`src/rtl/snitch_dma_event_monitor.sv`:
```
// snitch_dma_event_monitor
// Passive observer of the cluster DMA's AXI master port and its internal data
// buffer. Every cycle it emits a registered event record for the cluster
// performance counters. It never drives AXI.
//
// Ports
//   clk_i, rst_ni                  clock, asynchronous active-low reset
//   {aw,ar,w,r,b}_valid_i/_ready_i AXI channel handshakes (observed only)
//   aw_len_i/aw_size_i             AW burst attributes
//   ar_len_i/ar_size_i             AR burst attributes
//   w_strb_i                       W byte strobes
//   r_last_i                       last beat of an R burst
//   buf_{w,r}_valid_i/_ready_i     DMA data-buffer handshakes
//   {aw,ar,r,w}_stall_o            valid held without ready
//   buf_{w,r}_stall_o              buffer-side stalls
//   {aw,ar,r,w,b}_done_o           completed handshakes
//   aw/ar_len_o, aw/ar_size_o      attributes of a completed AW/AR, else 0
//   num_bytes_written_o            set strobes of an accepted W beat, else 0
//   dma_busy_o                     bursts outstanding or address/data pending
//   proto_err_o                    sticky outstanding-counter under/overflow
// All outputs are flops: one cycle from the observed inputs.
module snitch_dma_event_monitor #(
   parameter int unsigned DataWidth      = 512,
   parameter int unsigned MaxOutstanding = 16,
   localparam int unsigned StrbWidth     = DataWidth / 8,
   localparam int unsigned BytesWidth    = $clog2(StrbWidth + 1),
   localparam int unsigned CntWidth      = $clog2(MaxOutstanding + 1)
) (
   input  logic                  clk_i,
   input  logic                  rst_ni,
   input  logic                  aw_valid_i,
   input  logic                  aw_ready_i,
   input  logic [7:0]            aw_len_i,
   input  logic [2:0]            aw_size_i,
   input  logic                  ar_valid_i,
   input  logic                  ar_ready_i,
   input  logic [7:0]            ar_len_i,
   input  logic [2:0]            ar_size_i,
   input  logic                  w_valid_i,
   input  logic                  w_ready_i,
   input  logic [StrbWidth-1:0]  w_strb_i,
   input  logic                  r_valid_i,
   input  logic                  r_ready_i,
   input  logic                  r_last_i,
   input  logic                  b_valid_i,
   input  logic                  b_ready_i,
   input  logic                  buf_w_valid_i,
   input  logic                  buf_w_ready_i,
   input  logic                  buf_r_valid_i,
   input  logic                  buf_r_ready_i,
   output logic                  aw_stall_o,
   output logic                  ar_stall_o,
   output logic                  r_stall_o,
   output logic                  w_stall_o,
   output logic                  buf_w_stall_o,
   output logic                  buf_r_stall_o,
   output logic                  aw_done_o,
   output logic                  ar_done_o,
   output logic                  r_done_o,
   output logic                  w_done_o,
   output logic                  b_done_o,
   output logic [7:0]            aw_len_o,
   output logic [7:0]            ar_len_o,
   output logic [2:0]            aw_size_o,
   output logic [2:0]            ar_size_o,
   output logic [BytesWidth-1:0] num_bytes_written_o,
   output logic                  dma_busy_o,
   output logic                  proto_err_o
);

   typedef struct packed {
      logic [CntWidth-1:0] cnt;
      logic                err;
   } cnt_upd_t;

   function automatic logic [BytesWidth-1:0] popcount(input logic [StrbWidth-1:0] s);
      logic [BytesWidth-1:0] c;
      c = '0;
      for (int i = 0; i < int'(StrbWidth); i++) begin
         c = c + BytesWidth'(s[i]);
      end
      return c;
   endfunction

   // Saturating outstanding-burst counter; a simultaneous inc and dec cancel.
   // Any attempt to step past either bound holds the value and flags an error.
   function automatic cnt_upd_t sat_update(input logic [CntWidth-1:0] cnt,
                                           input logic inc, input logic dec);
      cnt_upd_t r;
      r.cnt = cnt;
      r.err = 1'b0;
      if (inc && !dec) begin
         if (cnt == CntWidth'(MaxOutstanding)) r.err = 1'b1;
         else                                  r.cnt = cnt + CntWidth'(1);
      end else if (dec && !inc) begin
         if (cnt == '0) r.err = 1'b1;
         else           r.cnt = cnt - CntWidth'(1);
      end
      return r;
   endfunction

   logic [5:0]            stall_d, stall_q;  // {aw, ar, r, w, buf_w, buf_r}
   logic [4:0]            done_d, done_q;    // {aw, ar, r, w, b}
   logic [7:0]            aw_len_d, aw_len_q, ar_len_d, ar_len_q;
   logic [2:0]            aw_size_d, aw_size_q, ar_size_d, ar_size_q;
   logic [BytesWidth-1:0] nbytes_d, nbytes_q;
   logic [CntWidth-1:0]   wr_outst_d, wr_outst_q, rd_outst_d, rd_outst_q;
   logic                  busy_d, busy_q, proto_err_d, proto_err_q;
   cnt_upd_t              wr_upd, rd_upd;

   always_comb begin
      stall_d = {aw_valid_i & ~aw_ready_i, ar_valid_i & ~ar_ready_i,
                 r_valid_i & ~r_ready_i, w_valid_i & ~w_ready_i,
                 buf_w_valid_i & ~buf_w_ready_i, buf_r_valid_i & ~buf_r_ready_i};
      done_d  = {aw_valid_i & aw_ready_i, ar_valid_i & ar_ready_i,
                 r_valid_i & r_ready_i, w_valid_i & w_ready_i, b_valid_i & b_ready_i};

      aw_len_d  = done_d[4] ? aw_len_i  : 8'd0;
      aw_size_d = done_d[4] ? aw_size_i : 3'd0;
      ar_len_d  = done_d[3] ? ar_len_i  : 8'd0;
      ar_size_d = done_d[3] ? ar_size_i : 3'd0;
      nbytes_d  = done_d[1] ? popcount(w_strb_i) : '0;

      // A write burst retires on its B response, a read burst on its last R beat.
      wr_upd     = sat_update(wr_outst_q, done_d[4], done_d[0]);
      rd_upd     = sat_update(rd_outst_q, done_d[3], done_d[2] & r_last_i);
      wr_outst_d = wr_upd.cnt;
      rd_outst_d = rd_upd.cnt;

      proto_err_d = proto_err_q | wr_upd.err | rd_upd.err;
      // Busy looks at the post-update counters so it falls the cycle after the
      // final B / last R when nothing else is pending.
      busy_d = (wr_outst_d != '0) | (rd_outst_d != '0) | aw_valid_i | ar_valid_i | w_valid_i;
   end

   always_ff @(posedge clk_i or negedge rst_ni) begin
      if (!rst_ni) begin
         stall_q     <= '0;
         done_q      <= '0;
         aw_len_q    <= '0;
         aw_size_q   <= '0;
         ar_len_q    <= '0;
         ar_size_q   <= '0;
         nbytes_q    <= '0;
         wr_outst_q  <= '0;
         rd_outst_q  <= '0;
         busy_q      <= 1'b0;
         proto_err_q <= 1'b0;
      end else begin
         stall_q     <= stall_d;
         done_q      <= done_d;
         aw_len_q    <= aw_len_d;
         aw_size_q   <= aw_size_d;
         ar_len_q    <= ar_len_d;
         ar_size_q   <= ar_size_d;
         nbytes_q    <= nbytes_d;
         wr_outst_q  <= wr_outst_d;
         rd_outst_q  <= rd_outst_d;
         busy_q      <= busy_d;
         proto_err_q <= proto_err_d;
      end
   end

   assign {aw_stall_o, ar_stall_o, r_stall_o, w_stall_o, buf_w_stall_o, buf_r_stall_o} = stall_q;
   assign {aw_done_o, ar_done_o, r_done_o, w_done_o, b_done_o} = done_q;
   assign aw_len_o            = aw_len_q;
   assign aw_size_o           = aw_size_q;
   assign ar_len_o            = ar_len_q;
   assign ar_size_o           = ar_size_q;
   assign num_bytes_written_o = nbytes_q;
   assign dma_busy_o          = busy_q;
   assign proto_err_o         = proto_err_q;

endmodule
```
`config.mk`:
```
export PLATFORM = sky130hd
export DESIGN_NAME = snitch_dma_event_monitor
export DESIGN_NICKNAME = d
export VERILOG_FILES = /design/src/rtl/snitch_dma_event_monitor.sv
export SDC_FILE = /design/constraint.sdc
export NUM_CORES = 1
export LEC_CHECK = 0
export BUFFER_PORTS_ARGS = -buffer_cell sky130_fd_sc_hd__buf_2
export CORE_MARGIN = 1.5
export CORE_UTILIZATION = 54
export DETAILED_ROUTE_END_ITERATION = 7
export PLACE_DENSITY_LB_ADDON = 0.15
export SKIP_CTS_REPAIR_TIMING = 1
export SYNTH_ARGS = -nofsm -noshare
export SYNTH_HDL_FRONTEND = slang
export SYNTH_SLANG_ARGS = --single-unit
```
`constraint.sdc`:
```
create_clock -name clk_i -period 3.7 [get_ports clk_i]
set_input_delay 0.74 -clock clk_i [delete_from_list [all_inputs] [get_ports clk_i]]
set_output_delay 0.74 -clock clk_i [all_outputs]
set_load 0.1 [all_outputs]
```
After elaboration in Yosys (flattened, before gate mapping)
Cells that the tools add are included.

word-level totals
  register bits = 52
  bits of input ports = 103
  output and inout port bits = 42
  word-level logic and storage cells = 133

operators by class
  add/subtract/negate cells = 67
  eq/ne operators = 2
  mux-type cells = 17
  bitwise gates (word level) = 24
  reductions and logical operators = 12

operator list
  operator                                                             count
  7-bit by 1-bit adder with 7-bit output                               57
  6-bit two-way mux                                                    4
  5-bit two-way mux                                                    4
  8-bit two-way mux                                                    2
  1-bit AND                                                            12
  5-bit by 1-bit adder with 5-bit output (second input constant)       2
  5-bit == test (second input constant)                                2
  5-bit zero test                                                      2
  5-bit nonzero test                                                   2
  5-bit by 1-bit subtractor with 5-bit output (second input constant)  2
  6-bit by 1-bit adder with 7-bit output                               1
  7-bit two-way mux                                                    1
  5-bit by 1-bit adder with 6-bit output                               1
  3-bit two-way mux                                                    2
  1-bit NOT                                                            6
  1-bit bitwise OR                                                     6
  4-bit by 1-bit adder with 5-bit output                               1
  3-bit by 1-bit adder with 4-bit output                               1
  1-bit logical AND                                                    4
  1-bit zero test                                                      4
  1-bit two-way mux                                                    4
  2-bit by 1-bit adder with 3-bit output                               1
  1-bit by 1-bit adder with 2-bit output                               1

Depth between registers and ports, before layout
Gate-level depths: netlist of run 1.

  word-level depth = 64
  gate-level depth with buffers = 21
  gate-level depth less buffers = 21

Least setup slack after synthesis of run 1
No wires, ideal clock.

  kind = input to register
  start point = in w_strb_i[35]
  end point = reg nbytes_q[5] (netlist: num_bytes_written_o[5])
  setup time = 0.124 ns
  data arrival time = 6.129 ns
  required time = 3.576 ns
  slack = -2.553 ns
  stages = 21
  path buffers = 0
  cells stage by stage = inv_1 -> fa_1 -> inv_1 -> fa_1 -> fa_1 -> inv_1 -> fa_1 -> inv_1 -> fa_1 -> fa_1 -> fa_1 -> inv_1 -> fa_1 -> inv_1 -> ha_1 -> a21o_1 -> a21oi_1 -> o21bai_1 -> a21oi_1 -> xor2_1 -> nor2_1

on the way
  word-level cells in the longest chain between the ends = 30

RTL lines
  element                                               RTL line  text
  start: declaration                                    41        input logic [StrbWidth-1:0] w_strb_i,
  7-bit by 1-bit adder with 7-bit output (29 in a row)  80        c = c + BytesWidth'(s[i]);
  7-bit two-way mux                                     122       nbytes_d = done_d[1] ? popcount(w_strb_i) : '0;
  net nbytes_d[5]                                       106       logic [BytesWidth-1:0] nbytes_d, nbytes_q;
  end signal: assignment                                156       nbytes_q <= nbytes_d;
  end: declaration                                      106

The timed path passes the listed nets, and every way through them passes these cells.

Worst setup path after layout of run 1
  start point = in w_strb_i[39]
  end point = reg nbytes_q[6] (netlist: num_bytes_written_o[6])

on the way
  word-level cells in the longest chain between the ends = 26

RTL lines
  element                                               RTL line
  7-bit by 1-bit adder with 7-bit output (25 in a row)  80
  7-bit two-way mux                                     122
  net nbytes_d[6]                                       106

The timed path passes the listed nets, and every way through them passes these cells.

==> results of run 1 <==
[per-stage QoR]
step	cell area [µm²]	hold WS (ns)	utilization [%]	std cells	worst slack, ns
after detailed placement	4740	0.468	69.4	605	-2.56
after global placement	4740	0.470	69.4	605	-2.48
after CTS	4820	0.489	70.6	613	-2.24
after floorplan	3870	0.444	-	363	-2.22
final	4850	0.491	71.1	613	-2.14
after global routing	4850	0.515	71.1	613	-2.31
[cell usage in the layout, fill, tap and decap left out, drive strengths merged, types with 2 or more instances in the layout]
| cell type | synthesis | layout |
|---|---|---|
| nand2 | 9 | 9 |
| nand3 | 8 | 8 |
| o21ai | 2 | 2 |
| dfrtp | 52 | 52 |
| nand2b | 2 | 2 |
| or4 | 2 | 2 |
| a211oi | 2 | 2 |
| o21bai | 2 | 2 |
| xnor2 | 7 | 7 |
| and3 | 27 | 27 |
| o211ai | 2 | 2 |
| fa | 54 | 54 |
| and2 | 3 | 3 |
| clkbuf | 4 | 6 |
| ha | 19 | 19 |
| inv | 105 | 106 |
| buf | 1 | 151 |
| a21oi | 12 | 12 |
| a21o | 2 | 2 |
| nor2 | 12 | 12 |
| or3 | 2 | 2 |
| nor2b | 8 | 8 |
| nor3 | 7 | 7 |
[area by class of cell]
type | instances | area (µm²) | area share (%)
Timing Repair Buffer | 151 | 786 | 16.2
Tap cell | 96 | 120 | 2.47
Multi-Input combinational cell | 201 | 2160 | 44.5
Clock buffer | 6 | 72.6 | 1.49
Inverter | 105 | 402 | 8.27
Sequential cell | 52 | 1300 | 26.8
Clock inverter | 2 | 13.8 | 0.284
[worst min path at each step]
| stage | from | to | slack (ns) | depth (start not counted) |
|---|---|---|---|---|
| finish | proto_err_o | proto_err_o | 0.49 | 1 |
| global route | proto_err_o | proto_err_o | 0.51 | 1 |
| CTS | proto_err_o | proto_err_o | 0.49 | 1 |
| detailed placement | proto_err_o | proto_err_o | 0.47 | 1 |
| global placement | proto_err_o | proto_err_o | 0.47 | 1 |
| floorplan | rst_ni | ar_len_o[0] | 0.44 | 0 |
[synth_stat cells (all sizes together)]
| cell | n | area (µm²) |
|---|---|---|
| and3 | 27 | 169 |
| and4b | 1 | 10.0 |
| mux2 | 1 | 11.3 |
| dfrtp | 52 | 1300 |
| o31ai | 1 | 7.51 |
| or3b | 1 | 8.76 |
| xor2 | 1 | 8.76 |
| ha | 19 | 238 |
| a2bb2oi | 1 | 8.76 |
| o21bai | 2 | 15.0 |
| a21boi | 1 | 7.51 |
| clkbuf | 4 | 15.0 |
| and2 | 3 | 18.8 |
| nor3 | 7 | 35.0 |
| a21o | 2 | 15.0 |
| a221o | 1 | 10.0 |
| nor2b | 8 | 50.1 |
| o22ai | 1 | 6.26 |
| buf | 1 | 11.3 |
| a21oi | 12 | 60.1 |
| o21ai | 2 | 10.0 |
| a221oi | 1 | 8.76 |
| or2 | 1 | 6.26 |
| o21a | 1 | 7.51 |
| nand2b | 2 | 12.5 |
| nand2 | 9 | 33.8 |
| nand3 | 8 | 40.0 |
| a211oi | 2 | 20.0 |
| inv | 105 | 394 |
| o211ai | 2 | 15.0 |
| a22oi | 1 | 7.51 |
| or3 | 2 | 12.5 |
| nand4 | 1 | 6.26 |
| or4b | 1 | 10.0 |
| nor3b | 1 | 12.5 |
| nand4b | 1 | 8.76 |
| nand3b | 1 | 7.51 |
| nor2 | 12 | 45.0 |
| or4 | 2 | 18.8 |
| xnor2 | 7 | 61.3 |
| fa | 54 | 1080 |
| a31o | 1 | 8.76 |
[registers in the layout, summed over array words and instances, names as in the netlist]
name / cells
ar_len_o: 8
ar_size_o: 3
aw_len_o: 8
aw_size_o: 3
dma_busy_o: 1
done_q: 5
num_bytes_written_o: 7
proto_err_o: 1
rd_outst_q: 5
stall_q: 6
wr_outst_q: 5
[worst register-to-register path: cells and delay by family (launching register included)]
kind / cells / cell delay (ns)
AOI/OAI and AO/OA: 2 / 0.30
adders and majority gates: 1 / 0.19
buffers and inverters: 1 / 0.10
DFF: 1 / 0.44
and+or+nand+nor: 4 / 1.13
[metal layers]
layer	track usage, %	vias to the layer above
li1	-	1408
met1	25.9	1424
met2	37.8	80
met3	2.75	11
met4	5.77	0
met5	0	-
[logic make-up after synthesis]
group                    synth area share, %
AND/OR/NAND/NOR                         13.2
buffers and inverters                   11.0
AO/OA/AOI/OAI                           5.42
XOR/XNOR                                1.83
flip-flops                              33.9
adder cells (fa/ha/maj)                 34.4
multiplexers                           0.294
==> results.md, run 1 <==
* Post-detailed-route DRC marker count at 0
* Number of setup violations in the final report at 7
* Final-report max-slew violation count at 0
* Transition time at the pin with the least slew margin at 1.11 ns
* NumNets Final at 692
* First-pass GRT wire length at 12.2 mm
* Cts bufs inserted at 5
* Cell count of the worst reg-to-reg path at 8
* CP Capture Type: register
* Routed length on met2 at 4.15 mm
* Most repeated library cell on the critical path: sky130_fd_sc_hd__fa_1
* Result of the run: complete, but fails checks
* First element of the critical path: w_strb_i[39]
* Met3 WL post-DR at around 300 µm
* Worst path slowest cell: sky130_fd_sc_hd__fa_2
* Area of the die at 7620 µm²
* HPWL after detailed placement at roughly 6.4 mm
* Per-cell routed wire length at 12.1 µm
* Synthesis Warnings at 0
* Fill cell instance count of the final layout at between 500 and 600
* Reported max-cap violation count at 0
* Setup clock skew after layout at 0.0109 ns
* Rows at 30
* Clock insertion delay at the later pin of the skew report at approximately 0.3 ns
* Startpoint Class: input port
* Number of global-route vias before repair at 2796
* Die Y-Extent at 87.3 µm
* Final weighted congestion in routability-driven placement at 0.853
* Via count at 2923
* Arrival time of the worst setup path at approximately 6.0 ns
* Maximum number of pins on one net before global-route repair at 53
* Clock Root Buffer: sky130_fd_sc_hd__clkbuf_8
* Number of clock sinks at 52
* Worst reg-to-reg setup slack at 1.39 ns
* PnR worst setup slack at -2.14 ns
* Leftover overflow at the end of global routing at 0
* Sum of routed wire length over all layers at 7.41 mm
* Cell area after synthesis at 3830 µm²
* Relative slew slack at roughly a quarter
* Sequential share of the synthesized area at 33.9%
* Cell family with the largest share of critical-path delay: adder cells
* I/O pin total at 145
* RSZ-0062 raised after global routing: yes
* Critical path's largest stage delay at between 0.5 and 0.6 ns
* Number of cells produced by synthesis at ~360
* Count of routing violations after the opening detailed-route iteration at 94
* Final critical-path share of the clock period at 158%
* Depth of the critical timing path with buffers and inverters included at 22
* Iteration count of the initial detailed-routing pass at 4
* Number of library cell types mapped by synthesis at between 40 and 50
* Last element of the critical path: num_bytes_written_o[6]
* Worst flop-to-flop path endpoint: dma_busy_o
* Class of the tightest hold or removal check: register to register
* Proportion of layout cells with a drive suffix above 1 at a little over a third
* Fmax achieved at about 0.17 GHz
* Critical Setup Path Class: input port to register
* Origin of the critical flop-to-flop path: rd_outst_q[1]
* Violated checks: negative setup slack
* Port Buffers at 144
* CP cell instances: buf_6 > inv_8 > fa_1 > inv_2 > fa_2 > inv_2 > fa_2 > fa_1 > fa_2 > fa_1 > fa_1 > fa_1 > inv_2 > ha_4 > inv_2 > fa_2 > nor2b_2 > o21ai_1 > nand2b_1 > a21o_1 > a21oi_1 > nor2_1
* Post-layout minimum cycle time at just under 6 ns
* Initial antenna violation count at 0
* GRT Total Usage at approximately a fifth
* Highest net fanout along the worst path at 2
* TritonCTS clock tree: built
* Required @ worst endpoint at slightly below 4 ns
* Highest routed metal layer: met4
* Fin Setup TNS at -13.37 ns
* CP bufs+invs at 6
* Clock Tree Buf Depth at 2
* Core Box Area at 6830 µm²
* Starting utilization of the core area at 56.1%
* CTS H-tree depth at 2
* N_diodes at 0
* Signed area change from the synthesized netlist to the final layout at 26.6%
* Final-report hold violation count at 0
* Clock input transition at the sequential cells of the worst setup and hold paths at 0.09 ns
* Synthesized area per cell at 10.6 µm²
* Die X-Extent at 87.3 µm
* Number of vias per cell at 4.77
* Post-synth net total at 539
* Routed metal-1 wire length at 2.86 mm
* Number of synthesized register bits at 52
* Post-route antenna net violation count at 0
Power of run 1 is not shown: default switching activity piles up to over one toggle a cycle in this logic, so the estimate is an artifact.
==> inputs of run 2 (changes only) <==
==> constraint.sdc (replaced) <==
create_clock -name clk_i -period 7.3 [get_ports clk_i]
set_input_delay 1.46 -clock clk_i [delete_from_list [all_inputs] [get_ports clk_i]]
set_output_delay 1.46 -clock clk_i [all_outputs]
set_load 0.1 [all_outputs]
==> run 2 against run 1 <==
The flow now finishes without violations. Global-route usage fell by 0.74 points. Die area did not move. Via count fell by 2.2%. Hold slack improved by 0.0052 ns. Highest routed layer unchanged.
==> results.md, run 2 (synthesis gave the netlist of run 1 again) <==
* HPWL after detailed placement at 6.23 mm
* Cts bufs inserted at 5
* Leftover overflow at the end of global routing at 0
* Met3 Resource Use GR at 4.27%
* Startpoint Class: input port
* Most used cells in the layout excluding fill and tap cells: sky130_fd_sc_hd__buf_2 (144), sky130_fd_sc_hd__inv_1 (102), sky130_fd_sc_hd__fa_1 (54)
* Rows at 30
* Final critical-path share of the clock period at 94.2%
* Initial antenna violation count at 0
* Sequential cell area at 1300 µm²
* Critical Setup Path Class: input port to register
* CP Capture Type: register
* Final weighted congestion in routability-driven placement at a little under 0.8
* Required @ worst endpoint at between 7 and 8 ns
* Relative slew slack at 57.3%
* Reported max-cap violation count at 0
* Post-detailed-route DRC marker count at 0
* CTS H-tree depth at 2
* Placed instance area at 4660 µm²
* Proportion of layout cells with a drive suffix above 1 at between 30% and 40%
* Number of vias per cell at 4.71
* Die Y-Extent at about 87 µm
* Via count at 2860
* N_diodes at 0
* Clock Tree Buf Depth at 2
* TritonCTS clock tree: built
* Signed area change from the synthesized netlist to the final layout at 23.8%
* Final-report max-slew violation count at 0
* Number of setup violations in the final report at 0
* Global-route layer with the greatest usage: met2
* Number of global-route vias before repair at 2775
* Leading cell type in the layout, fill and taps excluded: sky130_fd_sc_hd__buf_2
* Starting utilization of the core area at 56.1%
* Hold-critical path depth at 1
* Fmax achieved at 0.145 GHz
* Cell count of the worst reg-to-reg path at 8
* Clock Root Buffer: sky130_fd_sc_hd__clkbuf_8
* Post-layout minimum cycle time at roughly 6.9 ns
* Port Buffers at 144
* Combined area of the multi-input logic cells at 2110 µm²
* Post-route worst hold slack at roughly 0.50 ns
* Area of the die at 7620 µm²
* Met2 track utilization from global routing at 34.9%
* Arrival time of the worst setup path at 7.07 ns
* Transition time at the pin with the least slew margin at ~0.64 ns
* First-pass GRT wire length at around 12 mm
* Post-route antenna net violation count at 0
* Highest net fanout along the worst path at 2
* Class of the tightest hold or removal check: register to register
* Core Box Area at 6830 µm²
* Die X-Extent at ~87 µm
* Fill cell instance count of the final layout at roughly 570
* Clock input transition at the sequential cells of the worst setup and hold paths at 0.10 ns
* Per-cell routed wire length at 11.9 µm
* GRT Total Usage at 20.0%
* Met1 capacity usage during global routing at 25.9%
* Maximum number of pins on one net before global-route repair at between 50 and 60
* RSZ-0062 raised after global routing: no
* NumNets Final at 686
* Iteration count of the initial detailed-routing pass at 4
* Clock insertion delay at the later pin of the skew report at 0.30 ns
* Count of routing violations after the opening detailed-route iteration at 97
* Summed area of non-filler cells in the final layout at roughly 4700 µm²
* I/O pin total at 145
* Sum of routed wire length over all layers at 7.25 mm
* Setup clock skew after layout at 0.00609 ns
* Final-report hold violation count at 0
* Result of the run: finished, final reports clean
* Number of clock sinks at 52
* Fin Setup TNS at 0 ns
==> run 2: cell count changes in the layout (fill, tap and decap cells not counted), moves of 2 or more <==
cell	before	now
sky130_fd_sc_hd__fa_1	46	54
sky130_fd_sc_hd__inv_1	92	102
sky130_fd_sc_hd__inv_2	12	3
sky130_fd_sc_hd__buf_6	2	0
sky130_fd_sc_hd__buf_4	7	1
sky130_fd_sc_hd__fa_2	8	0
sky130_fd_sc_hd__buf_2	142	144
==> run 2: per-layer routing <==
| layer | part of all wire [%] | up-vias |
|---|---|---|
| li1 | - | 1405 |
| met1 | 43 | 1362 |
| met2 | 51 | 85 |
| met3 | 5.2 | 8 |
| met4 | 1.3 | 0 |
| met5 | 0 | - |
==> run 2: worst paths after layout <==
check                               from                endpoint  slack, ns
max in group asynchronous         rst_ni           rd_outst_q[1]       5.61
min reg2reg                  proto_err_o             proto_err_o       0.50
max                         w_strb_i[35]  num_bytes_written_o[5]       0.42
min in group asynchronous         rst_ni             aw_len_o[6]       1.26
min                          proto_err_o             proto_err_o       0.50
max reg2reg                rd_outst_q[1]              dma_busy_o       5.12
==> run 2: area by class of cell <==
class                   count  area share, %
multi-input cells         201           44.5
flip-flops and latches     52           27.4
repair buffers            145           15.3
inverters                 105           8.30
well taps                  96           2.53
clock buffers               5           1.45
clock inverters             3          0.474
==> run 2: stage by stage <==
stage / utilization, % / setup slack, ns / std cells
final: 69.5 / 0.422 / 607
after global routing: 69.5 / 0.177 / 607
after CTS: 69.5 / 0.394 / 607
after detailed placement: 68.2 / 0.0603 / 599
after global placement: 68.2 / 0.142 / 599
after floorplan: - / 0.327 / 363
==> run 2: worst max-delay path, stage by stage <==
cell,delay [ns]
sky130_fd_sc_hd__buf_2,0.08
sky130_fd_sc_hd__inv_1,0.04
sky130_fd_sc_hd__fa_1,0.53
sky130_fd_sc_hd__inv_1,0.05
sky130_fd_sc_hd__fa_1,0.41
sky130_fd_sc_hd__fa_1,0.54
sky130_fd_sc_hd__inv_1,0.05
sky130_fd_sc_hd__fa_1,0.52
sky130_fd_sc_hd__inv_1,0.05
sky130_fd_sc_hd__fa_1,0.51
sky130_fd_sc_hd__fa_1,0.43
sky130_fd_sc_hd__fa_1,0.54
sky130_fd_sc_hd__inv_1,0.05
sky130_fd_sc_hd__fa_1,0.58
sky130_fd_sc_hd__inv_1,0.06
sky130_fd_sc_hd__ha_1,0.29
sky130_fd_sc_hd__a21o_1,0.17
sky130_fd_sc_hd__a21oi_1,0.22
sky130_fd_sc_hd__o21bai_1,0.09
sky130_fd_sc_hd__a21oi_1,0.17
sky130_fd_sc_hd__xor2_1,0.16
sky130_fd_sc_hd__nor2_1,0.05
Power of run 2 is left out for the same reason.
==> inputs of run 3 (changes only) <==
--- a/config.mk
+++ b/config.mk
@@ -7,7 +7,7 @@
 export LEC_CHECK = 0
 export BUFFER_PORTS_ARGS = -buffer_cell sky130_fd_sc_hd__buf_2
 export CORE_MARGIN = 1.5
-export CORE_UTILIZATION = 54
+export CORE_UTILIZATION = 50
 export DETAILED_ROUTE_END_ITERATION = 7
 export PLACE_DENSITY_LB_ADDON = 0.15
 export SKIP_CTS_REPAIR_TIMING = 1
==> constraint.sdc (replaced) <==
create_clock -name clk_i -period 6.4 [get_ports clk_i]
set_input_delay 1.28 -clock clk_i [delete_from_list [all_inputs] [get_ports clk_i]]
set_output_delay 1.28 -clock clk_i [all_outputs]
set_load 0.1 [all_outputs]
==> run 3 against run 2 <==
Global-route usage decreased by 1.3 points. Worst setup slack got worse by 0.39 ns. First-iteration DRC count decreased by 31%. Clock-buffer cell count increased by 2. Core utilization decreased by 3.6 points. Die area increased by 7.7%. Critical endpoint unchanged. Register-to-register slack got worse by 0.96 ns. Clock skew decreased by 0.0018 ns. Wire length increased by 1.1%. Sequential cell count unchanged.
==> results.md, run 3 (synthesis gave the netlist of run 1 again) <==
* Worst reg-to-reg setup slack at around 4.2 ns
* Per-cell routed wire length at about 12 µm
* Setup clock skew after layout at 0.00428 ns
* Initial antenna violation count at 0
* Number of clock sinks at 52
* Via count at between 2k and 3k
* Post-detailed-route DRC marker count at 0
* N_diodes at 0
* Rows at 31
* Result of the run: finished, final reports clean
* CTS H-tree depth at 2
* Number of vias per cell at ~4.7
* Last element of the critical path: num_bytes_written_o[5]
* Proportion of layout cells with a drive suffix above 1 at 34.8%
* Required @ worst endpoint at 6.60 ns
* Reported max-cap violation count at 0
* Leading cell type in the layout, fill and taps excluded: sky130_fd_sc_hd__buf_2
* Maximum number of pins on one net before global-route repair at 53
* Fin Setup TNS at 0 ns
* Starting utilization of the core area at 52.3%
* Critical Setup Path Class: input port to register
* Arrival time of the worst setup path at 6.56 ns
* Clock Tree Buf Depth at 2
* Post-layout minimum cycle time at 6.37 ns
* Fmax achieved at 0.157 GHz
* Highest net fanout along the worst path at 2
* Clock Root Buffer: sky130_fd_sc_hd__clkbuf_8
* First element of the critical path: w_strb_i[47]
* Cell count of the worst reg-to-reg path at 8
* Post-route antenna net violation count at 0
* Core Box Area at roughly 7300 µm²
* Sum of routed wire length over all layers at 7.33 mm
* Final-report max-slew violation count at 0
* Signed area change from the synthesized netlist to the final layout at 26.0%
* HPWL after detailed placement at 6.26 mm
* Clock input transition at the sequential cells of the worst setup and hold paths at 0.09 ns
* RSZ-0062 raised after global routing: yes
* I/O pin total at 145
* Die X-Extent at 90.6 µm
* Final critical-path share of the clock period at a little under 100%
* Count of routing violations after the opening detailed-route iteration at 67
* Cts bufs inserted at 5
* Final-report hold violation count at 0
* NumNets Final at a little under 700
* Transition time at the pin with the least slew margin at 0.631 ns
* TritonCTS clock tree: built
* GRT Total Usage at 18.8%
* Hold-critical path depth at 1
* Relative slew slack at slightly below 60%
* Final weighted congestion in routability-driven placement at 0.868
* Origin of the critical flop-to-flop path: rd_outst_q[1]
* Port Buffers at ~140
* First-pass GRT wire length at 12.2 mm
* Clock insertion delay at the later pin of the skew report at 0.30 ns
* Area of the die at 8200 µm²
* Placed instance area at 4720 µm²
* Pre-CTS setup slack at -0.353 ns
* Summed area of non-filler cells in the final layout at 4830 µm²
* PnR worst setup slack at 0.0331 ns
* Startpoint Class: input port
* Iteration count of the initial detailed-routing pass at 4
* CP Capture Type: register
* Most used cells in the layout excluding fill and tap cells: sky130_fd_sc_hd__buf_2 (142), sky130_fd_sc_hd__inv_1 (96), sky130_fd_sc_hd__dfrtp_1 (52)
* Leftover overflow at the end of global routing at 0
* Die Y-Extent at 90.6 µm
* Class of the tightest hold or removal check: register to register
* Number of global-route vias before repair at 2797
* Worst flop-to-flop path endpoint: dma_busy_o
* Number of setup violations in the final report at 0
-- run 3: changes by cell type in the layout (fill, tap and decap cells not counted), moves of 2 or more --
cell                    before  now
sky130_fd_sc_hd__buf_2     144  142
sky130_fd_sc_hd__fa_2        0    6
sky130_fd_sc_hd__inv_1     102   96
sky130_fd_sc_hd__inv_2       3    8
sky130_fd_sc_hd__fa_1       54   48
sky130_fd_sc_hd__buf_4       1    5
-- run 3: worst min path at each step --
stage | startpoint | endpoint | slack [ns]
3_5_place_dp | proto_err_o | proto_err_o | 0.47
6_report | proto_err_o | proto_err_o | 0.50
5_1_grt | proto_err_o | proto_err_o | 0.52
4_1_cts | proto_err_o | proto_err_o | 0.50
2_1_floorplan | wr_outst_q[0] | wr_outst_q[0] | 0.52
3_3_place_gp | proto_err_o | proto_err_o | 0.46
-- run 3: routing by layer --
layer  global-route usage (%)  routed length, µm  up-vias
met5                        0                  0        -
met4                     5.69                121        0
met3                     3.96                322       10
met2                     32.4               3900       71
met1                     23.6               2990     1391
li1                         -                  -     1411
-- run 3: worst max-delay path: stages --
cell                       delay (ns)
sky130_fd_sc_hd__buf_6           0.07
sky130_fd_sc_hd__inv_2           0.03
sky130_fd_sc_hd__fa_1            0.54
sky130_fd_sc_hd__inv_2           0.04
sky130_fd_sc_hd__fa_2            0.36
sky130_fd_sc_hd__fa_1            0.56
sky130_fd_sc_hd__inv_1           0.05
sky130_fd_sc_hd__fa_1            0.48
sky130_fd_sc_hd__inv_1           0.05
sky130_fd_sc_hd__fa_1            0.51
sky130_fd_sc_hd__fa_2            0.45
sky130_fd_sc_hd__fa_1            0.49
sky130_fd_sc_hd__inv_1           0.05
sky130_fd_sc_hd__fa_1            0.50
sky130_fd_sc_hd__inv_1           0.05
sky130_fd_sc_hd__ha_1            0.27
sky130_fd_sc_hd__a21o_1          0.16
sky130_fd_sc_hd__a21oi_2         0.14
sky130_fd_sc_hd__o21bai_1        0.09
sky130_fd_sc_hd__a21oi_1         0.17
sky130_fd_sc_hd__xor2_1          0.16
sky130_fd_sc_hd__nor2_1          0.06
-- run 3: layout make-up --
type	instances	area (µm²)
timing repair buffer	149	774
inverter	105	402
clock buffer	7	86.3
sequential	52	1300
clock inverter	1	7.51
multi-input combinational	201	2140
fill	623	2500
tap	99	124
-- run 3: stage by stage --
| step | util (%) | hold WS, ns | instances |
|---|---|---|---|
| floorplan | - | 0.521 | 363 |
| global placement | 64.4 | 0.462 | 606 |
| detailed placement | 64.4 | 0.467 | 606 |
| CTS | 65.7 | 0.500 | 614 |
| global route | 65.9 | 0.524 | 614 |
| finish | 65.9 | 0.498 | 614 |
Power of run 3 is left out for the same reason.
